### config.mk
export PLATFORM = sky130hd
export DESIGN_NAME = exec_mon_flat
export DESIGN_NICKNAME = d
export VERILOG_FILES = /design/src/rtl/exec_mon_if.sv /design/src/rtl/exec_mon.sv /design/src/flat_wrapper.sv
export SDC_FILE = /design/constraint.sdc
export NUM_CORES = 1
export LEC_CHECK = 0
export BUFFER_PORTS_ARGS = -buffer_cell sky130_fd_sc_hd__buf_4
export CORE_ASPECT_RATIO = 0.6
export CORE_MARGIN = 2
export CORE_UTILIZATION = 59
export CTS_BUF_LIST = sky130_fd_sc_hd__clkbuf_4 sky130_fd_sc_hd__clkbuf_8 sky130_fd_sc_hd__clkbuf_16
export CTS_CLUSTER_DIAMETER = 60
export DETAILED_ROUTE_END_ITERATION = 16
export PLACE_DENSITY = 0.78
export SLEW_MARGIN = 10
export SYNTH_ARGS = -nofsm -noshare
export SYNTH_HDL_FRONTEND = slang
export SYNTH_SLANG_ARGS = --single-unit
### constraint.sdc
create_clock -name clk -period 11.4 [get_ports clk]
set_input_delay 0.57 -clock clk [delete_from_list [all_inputs] [get_ports clk]]
set_output_delay 0.57 -clock clk [all_outputs]
set_load 0.1 [all_outputs]
### src/rtl/exec_mon_if.sv
// Register bus between the SoC interconnect and the execution monitor.
interface exec_mon_if;
   logic        cs;
   logic        we;
   logic [7:0]  address;
   logic [31:0] write_data;
   logic [31:0] read_data;
   logic        ready;

   modport master (output cs, we, address, write_data, input read_data, ready);
   modport slave  (input cs, we, address, write_data, output read_data, ready);
endinterface

### src/rtl/exec_mon.sv
// CPU execution monitor: traps instruction fetches from firmware RAM or from
// lockable software windows, logs the first offender and drives the trap LED.
module exec_mon #(
   parameter int          NUM_REGIONS  = 4,
   parameter logic [31:0] FW_RAM_FIRST = 32'hd0000000,
   parameter logic [31:0] FW_RAM_LAST  = 32'hd00007ff,
   parameter int          BLINK_W      = 24
) (
   input  logic        clk,
   input  logic        reset_n,
   input  logic        cpu_valid,
   input  logic        cpu_instr,
   input  logic [31:0] cpu_addr,
   input  logic        cpu_trap,
   output logic        force_trap,
   output logic [2:0]  trap_led,
   exec_mon_if.slave   bus
);

   localparam logic [31:0] NAME_WORD = 32'h6d6f6e31;

   logic [NUM_REGIONS-1:0] enable_mask;
   logic [31:0]            first_addr [NUM_REGIONS];
   logic [31:0]            last_addr  [NUM_REGIONS];
   logic [31:0]            viol_addr;
   logic [15:0]            viol_count;
   logic [BLINK_W-1:0]     blink_ctr;
   logic                   blink_r;
   logic [7:0]             enable_ext;
   logic                   window_hit;
   logic                   fw_hit;
   logic                   hit;
   logic                   wr_en;
   logic [31:0]            rdata;

   function automatic logic [7:0] first_reg(input int idx);
      return 8'(16 + 2 * idx);
   endfunction

   function automatic logic [7:0] last_reg(input int idx);
      return 8'(17 + 2 * idx);
   endfunction

   assign enable_ext = 8'(enable_mask);
   assign wr_en      = bus.cs && bus.we;

   // An inverted window (first > last) can never satisfy both bounds, so it needs no special case.
   always_comb begin
      window_hit = 1'b0;
      for (int i = 0; i < NUM_REGIONS; i++) begin
         if (enable_mask[i] && (cpu_addr >= first_addr[i]) && (cpu_addr <= last_addr[i]))
            window_hit = 1'b1;
      end
   end

   assign fw_hit = (cpu_addr >= FW_RAM_FIRST) && (cpu_addr <= FW_RAM_LAST);
   assign hit    = cpu_valid && cpu_instr && (fw_hit || window_hit);

   always_ff @(posedge clk) begin
      if (!reset_n) begin
         enable_mask <= '0;
         viol_addr   <= '0;
         viol_count  <= '0;
         force_trap  <= 1'b0;
         blink_ctr   <= '0;
         blink_r     <= 1'b0;
         for (int i = 0; i < NUM_REGIONS; i++) begin
            first_addr[i] <= '0;
            last_addr[i]  <= '0;
         end
      end else begin
         if (hit) begin
            force_trap <= 1'b1;
            if (!force_trap)
               viol_addr <= cpu_addr;
            if (viol_count != 16'hffff)
               viol_count <= viol_count + 16'd1;
         end

         // Enable bits only ever set; once set they also freeze that window's bounds.
         if (wr_en && (bus.address == 8'h04))
            enable_mask <= enable_mask | bus.write_data[NUM_REGIONS-1:0];

         for (int i = 0; i < NUM_REGIONS; i++) begin
            if (wr_en && !enable_mask[i]) begin
               if (bus.address == first_reg(i))
                  first_addr[i] <= bus.write_data;
               if (bus.address == last_reg(i))
                  last_addr[i] <= bus.write_data;
            end
         end

         blink_ctr <= blink_ctr + BLINK_W'(1);
         if (blink_ctr == '0)
            blink_r <= ~blink_r;
      end
   end

   always_comb begin
      rdata = '0;
      if (bus.cs && !bus.we) begin
         case (bus.address)
            8'h00:   rdata = NAME_WORD;
            8'h01:   rdata = {16'h0000, enable_ext, 7'b0000000, force_trap};
            8'h02:   rdata = viol_addr;
            8'h03:   rdata = {16'h0000, viol_count};
            8'h04:   rdata = {24'h000000, enable_ext};
            default: begin
               for (int i = 0; i < NUM_REGIONS; i++) begin
                  if (bus.address == first_reg(i))
                     rdata = first_addr[i];
                  if (bus.address == last_reg(i))
                     rdata = last_addr[i];
               end
            end
         endcase
      end
   end

   assign bus.read_data = rdata;
   assign bus.ready     = bus.cs;
   assign trap_led      = cpu_trap ? {blink_r, 2'b00} : 3'b000;

endmodule

### src/flat_wrapper.sv
// flat-port wrapper written by rule: the top's interface ports become plain ports
module exec_mon_flat 
#(
   parameter int          NUM_REGIONS  = 4,
   parameter logic [31:0] FW_RAM_FIRST = 32'hd0000000,
   parameter logic [31:0] FW_RAM_LAST  = 32'hd00007ff,
   parameter int          BLINK_W      = 24
)
  (clk, reset_n, cpu_valid, cpu_instr, cpu_addr, cpu_trap, force_trap, trap_led, bus_cs, bus_we, bus_address, bus_write_data, bus_read_data, bus_ready);
  exec_mon_if bus_i ();
  input  logic clk;
  input  logic reset_n;
  input  logic cpu_valid;
  input  logic cpu_instr;
  input  logic [31:0] cpu_addr;
  input  logic cpu_trap;
  output logic force_trap;
  output logic [2:0] trap_led;
  input wire logic [$bits(bus_i.cs)-1:0] bus_cs;
  input wire logic [$bits(bus_i.we)-1:0] bus_we;
  input wire logic [$bits(bus_i.address)-1:0] bus_address;
  input wire logic [$bits(bus_i.write_data)-1:0] bus_write_data;
  output wire logic [$bits(bus_i.read_data)-1:0] bus_read_data;
  output wire logic [$bits(bus_i.ready)-1:0] bus_ready;
  assign bus_i.cs = bus_cs;
  assign bus_i.we = bus_we;
  assign bus_i.address = bus_address;
  assign bus_i.write_data = bus_write_data;
  assign bus_read_data = bus_i.read_data;
  assign bus_ready = bus_i.ready;
  exec_mon #(.NUM_REGIONS(NUM_REGIONS), .FW_RAM_FIRST(FW_RAM_FIRST), .FW_RAM_LAST(FW_RAM_LAST), .BLINK_W(BLINK_W)) u_core (.clk(clk), .reset_n(reset_n), .cpu_valid(cpu_valid), .cpu_instr(cpu_instr), .cpu_addr(cpu_addr), .cpu_trap(cpu_trap), .force_trap(force_trap), .trap_led(trap_led), .bus(bus_i));
endmodule
==> out/qor.yml <==
power_and_ir_drop:
  switching_power_uw: 837
  p_clk_frac: 0.400
  powerDensity_mw_per_mm2: 124
  pwr-share-seq: 0.457
  swShare: 0.276
  p_leak_nw: 10.4
  p_comb_frac: 0.143
  internal-power_mw: 2.20
  finalPower_mw: 3.04
  vdd_drop_max_mv: 0.107
sta:
  rsz0062_at_grt: "no"
  fmax_mhz: 201
  fin_worst_skew_ps: 23.8
  final-setup-viol-count: 0
  tightest_slew_ps: 1460
  post-route-min-period_ps: 4970
  relSlewSlack: 0.0171
  fin_crit_sh: 0.436
  hold_viol: 0
  hold_ws_ps: 294
  drv_slew: 0
  finalSetupTns_ps: 0
cts:
  cts_tree: "done"
  clk_pin_slew_worst_paths_ps: 60
  clkLatencyLatePin_ps: 540
  ctsHtreeMaxLevel: 2
  post_cts_resized: 0
  cts_made_buffers: 36
  clockBufferDepth: 3
  cts_setup_buffers: 0
  cts_sinks: 334
  hold_buffers: 0
  root_buffer: "clkbuf_16"
worst_setup_path:
  cp-start-kind: "primary input"
  worstPathCellList: "buf_4, nor4_1, and3_1, nand2_1, nor2_1, buf_4, nand2_1, a311oi_1, buf_4"
  cp_slowest_cell: "nor4_1"
  critical_path_class: "in -> out"
  end_kind: "primary output"
  cpMostUsedCell: "buf_4"
  crit_arrival_ps: 4400
  cp.required_ps: 10830
  cp_max_fo: 17
  crit_path_max_incr_delay_ps: 740
route:
  wl_met1_mm: 31.6
  routed_wirelength_mm: 78.7
  dr_wl_met2_mm: 30.5
  drt_iter0_drc: 2758
  dr.pass1.iters: 12
  route.detailed.drc: 0
  avgViaCountPerCell: 6.63
  vias: 18700
  wire_per_inst_microns: 27.9
  detail-route-antenna-nets: 0
  highest_layer: "met4"
  wl_met3_mm: 13.8
synthesis:
  ys_async_sr_fraction: 0
  synth_area_leader_cell: "edfxtp_1"
  ys_seq_elements: 334
  synthSimpleGateAreaFrac: 0.180
  synth_top_flop_cell: "edfxtp_1"
  yosysWarnings: 0
  ys_types: 70
  syn_area_sq_mm: 0.0218
  synth_edf_count: 256
  synth_xor_xnor_area_share: 0.00602
  synth_compound_area_frac: 0.128
  synthAdderAreaFrac: 0.148
  synth_top_area_share: 0.352
  avgSynthCellArea_sq_um: 9.84
  synth_cells: 2220
  synth_mux_area_frac: 0.0517
  synth_top_family_by_area: "simple AND/OR/NAND/NOR gates"
  synth_seq_area_share: 0.424
  yosys-top-cells-area: "edfxtp_1 35%, ha_1 15%, and2_1 7.5%"
global_routing:
  grt_pass1_wl_mm: 114
  grt-ovfl-total: 0
  antenna_found_initial: 1
  groute.usage.overall: 0.404
  grt_max_degree: 70
  grt_pass1_vias: 17800
final_layout:
  fin_area_sq_mm: 0.0245
  fillers: 2816
  drive_gt1_frac: 0.113
  ff_latch_area_sq_mm: 0.00925
  nets: 2658
  final_cell_mix: "261 x inv_1, 261 x and2_1, 259 x ha_1"
  area_delta_synth_final_pct: 12.3
  multi_input_area_sq_mm: 0.0114
  stdcell_count: 2822
worst_hold_path:
  hp-class: "in -> reg"
run_status:
  status: "finished with violations"
  violations: "max-capacitance violations"
floorplan:
  floorplan.initialDensity: 0.600
  fp.dieW_microns: 252
  num_rows: 54
  dieHeight_microns: 153
  die_area_sq_mm: 0.0386
  io_pins: 116
  core_sq_mm: 0.0364
placed_design:
  place_area_sq_mm: 0.0233
  dp_cells: 2758
  place_congestion: 1.05
  dpl.hpwl_mm: 57.4
  numPortBuffers: 113
flow_run:
  max-cap-violations: 1
-- Yosys cell counts (54+ instances only) --
master and count:
edfxtp_1 256, mux2i_1 61, and2_1 261, nand3_1 54, nand4_1 59, nand2_1 125
dfxtp_1 78, clkbuf_1 73, ha_1 259, o21ai_0 103, inv_1 261, a21oi_1 164
nor2_1 121
-- worst max-delay path: cells and delay by family --
kind,cells,cell delay [ps]
AO/OA/AOI/OAI,1,400
buffers and inverters,3,840
AND/OR/NAND/NOR,5,2580
-- sequential cells by signal (all words and copies together), names as in the netlist --
name / count
u_core.viol_count: 16
u_core.force_trap: 1
u_core.blink_ctr: 24
u_core.blink_r: 1
u_core.last_addr: 128
u_core.first_addr: 128
u_core.viol_addr: 32
u_core.enable_mask: 4
-- metrics by stage --
step	setup slack, ps	utilization
3_3_place_gp	6840	0.641
6_report	6430	0.673
3_5_place_dp	6820	0.641
4_1_cts	6680	0.673
5_1_grt	6440	0.673
2_1_floorplan	5640	-
-- power groups by stage --
stage                     clock [mW]  sequential (mW)  combinational, mW
after global placement             0             1.41              0.397
final                           1.21             1.39              0.435
after global routing            1.26             1.39              0.465
after detailed placement           0             1.41              0.412
after CTS                       1.21             1.39              0.415
after floorplan                    0             1.40              0.236
-- per-layer routing --
| metal | GRT usage | vias up |
|---|---|---|
| met3 | 0.207 | 217 |
| met1 | 0.564 | 8933 |
| met4 | 0.131 | 0 |
| li1 | - | 8185 |
| met5 | 0 | - |
| met2 | 0.538 | 1361 |
-- cells by family (layout without fill, tap and decap cells) --
family | after synthesis | in the layout
AND/OR/NAND/NOR | 733 | 733
AO/OA/AOI/OAI | 442 | 442
buffers and inverters | 352 | 476
flip-flops | 334 | 334
adder cells (fa/ha/maj) | 259 | 259
multiplexers | 84 | 84
XOR/XNOR | 15 | 15
other | 1 | 3
-- path summary, 6_finish.rpt --
path / from / to / slack, ps / cells after the start
setup / recovery: bus_address[5] / bus_read_data[26] / 6430 / 9
hold / removal: cpu_addr[0] / u_core.viol_addr[0]$_SDFFE_PN0P_ / 290 / 3
setup reg to reg: u_core.first_addr[0][15]$_SDFFCE_PN0P_ / u_core.viol_addr[2]$_SDFFE_PN0P_ / 7330 / 12
hold reg to reg: u_core.blink_ctr[0]$_SDFF_PN0_ / u_core.blink_ctr[0]$_SDFF_PN0_ / 480 / 1
-- area by class of cell --
cell class | count | area share
inverter | 263 | 0.0403
tap | 476 | 0.0243
clock buffer | 51 | 0.0436
timing repair buffer | 150 | 0.0459
antenna | 1 | 0.000102
sequential | 334 | 0.377
multi-input combinational | 1535 | 0.464
clock inverter | 12 | 0.00485
Note: power is estimated with default switching activity, not from simulation.
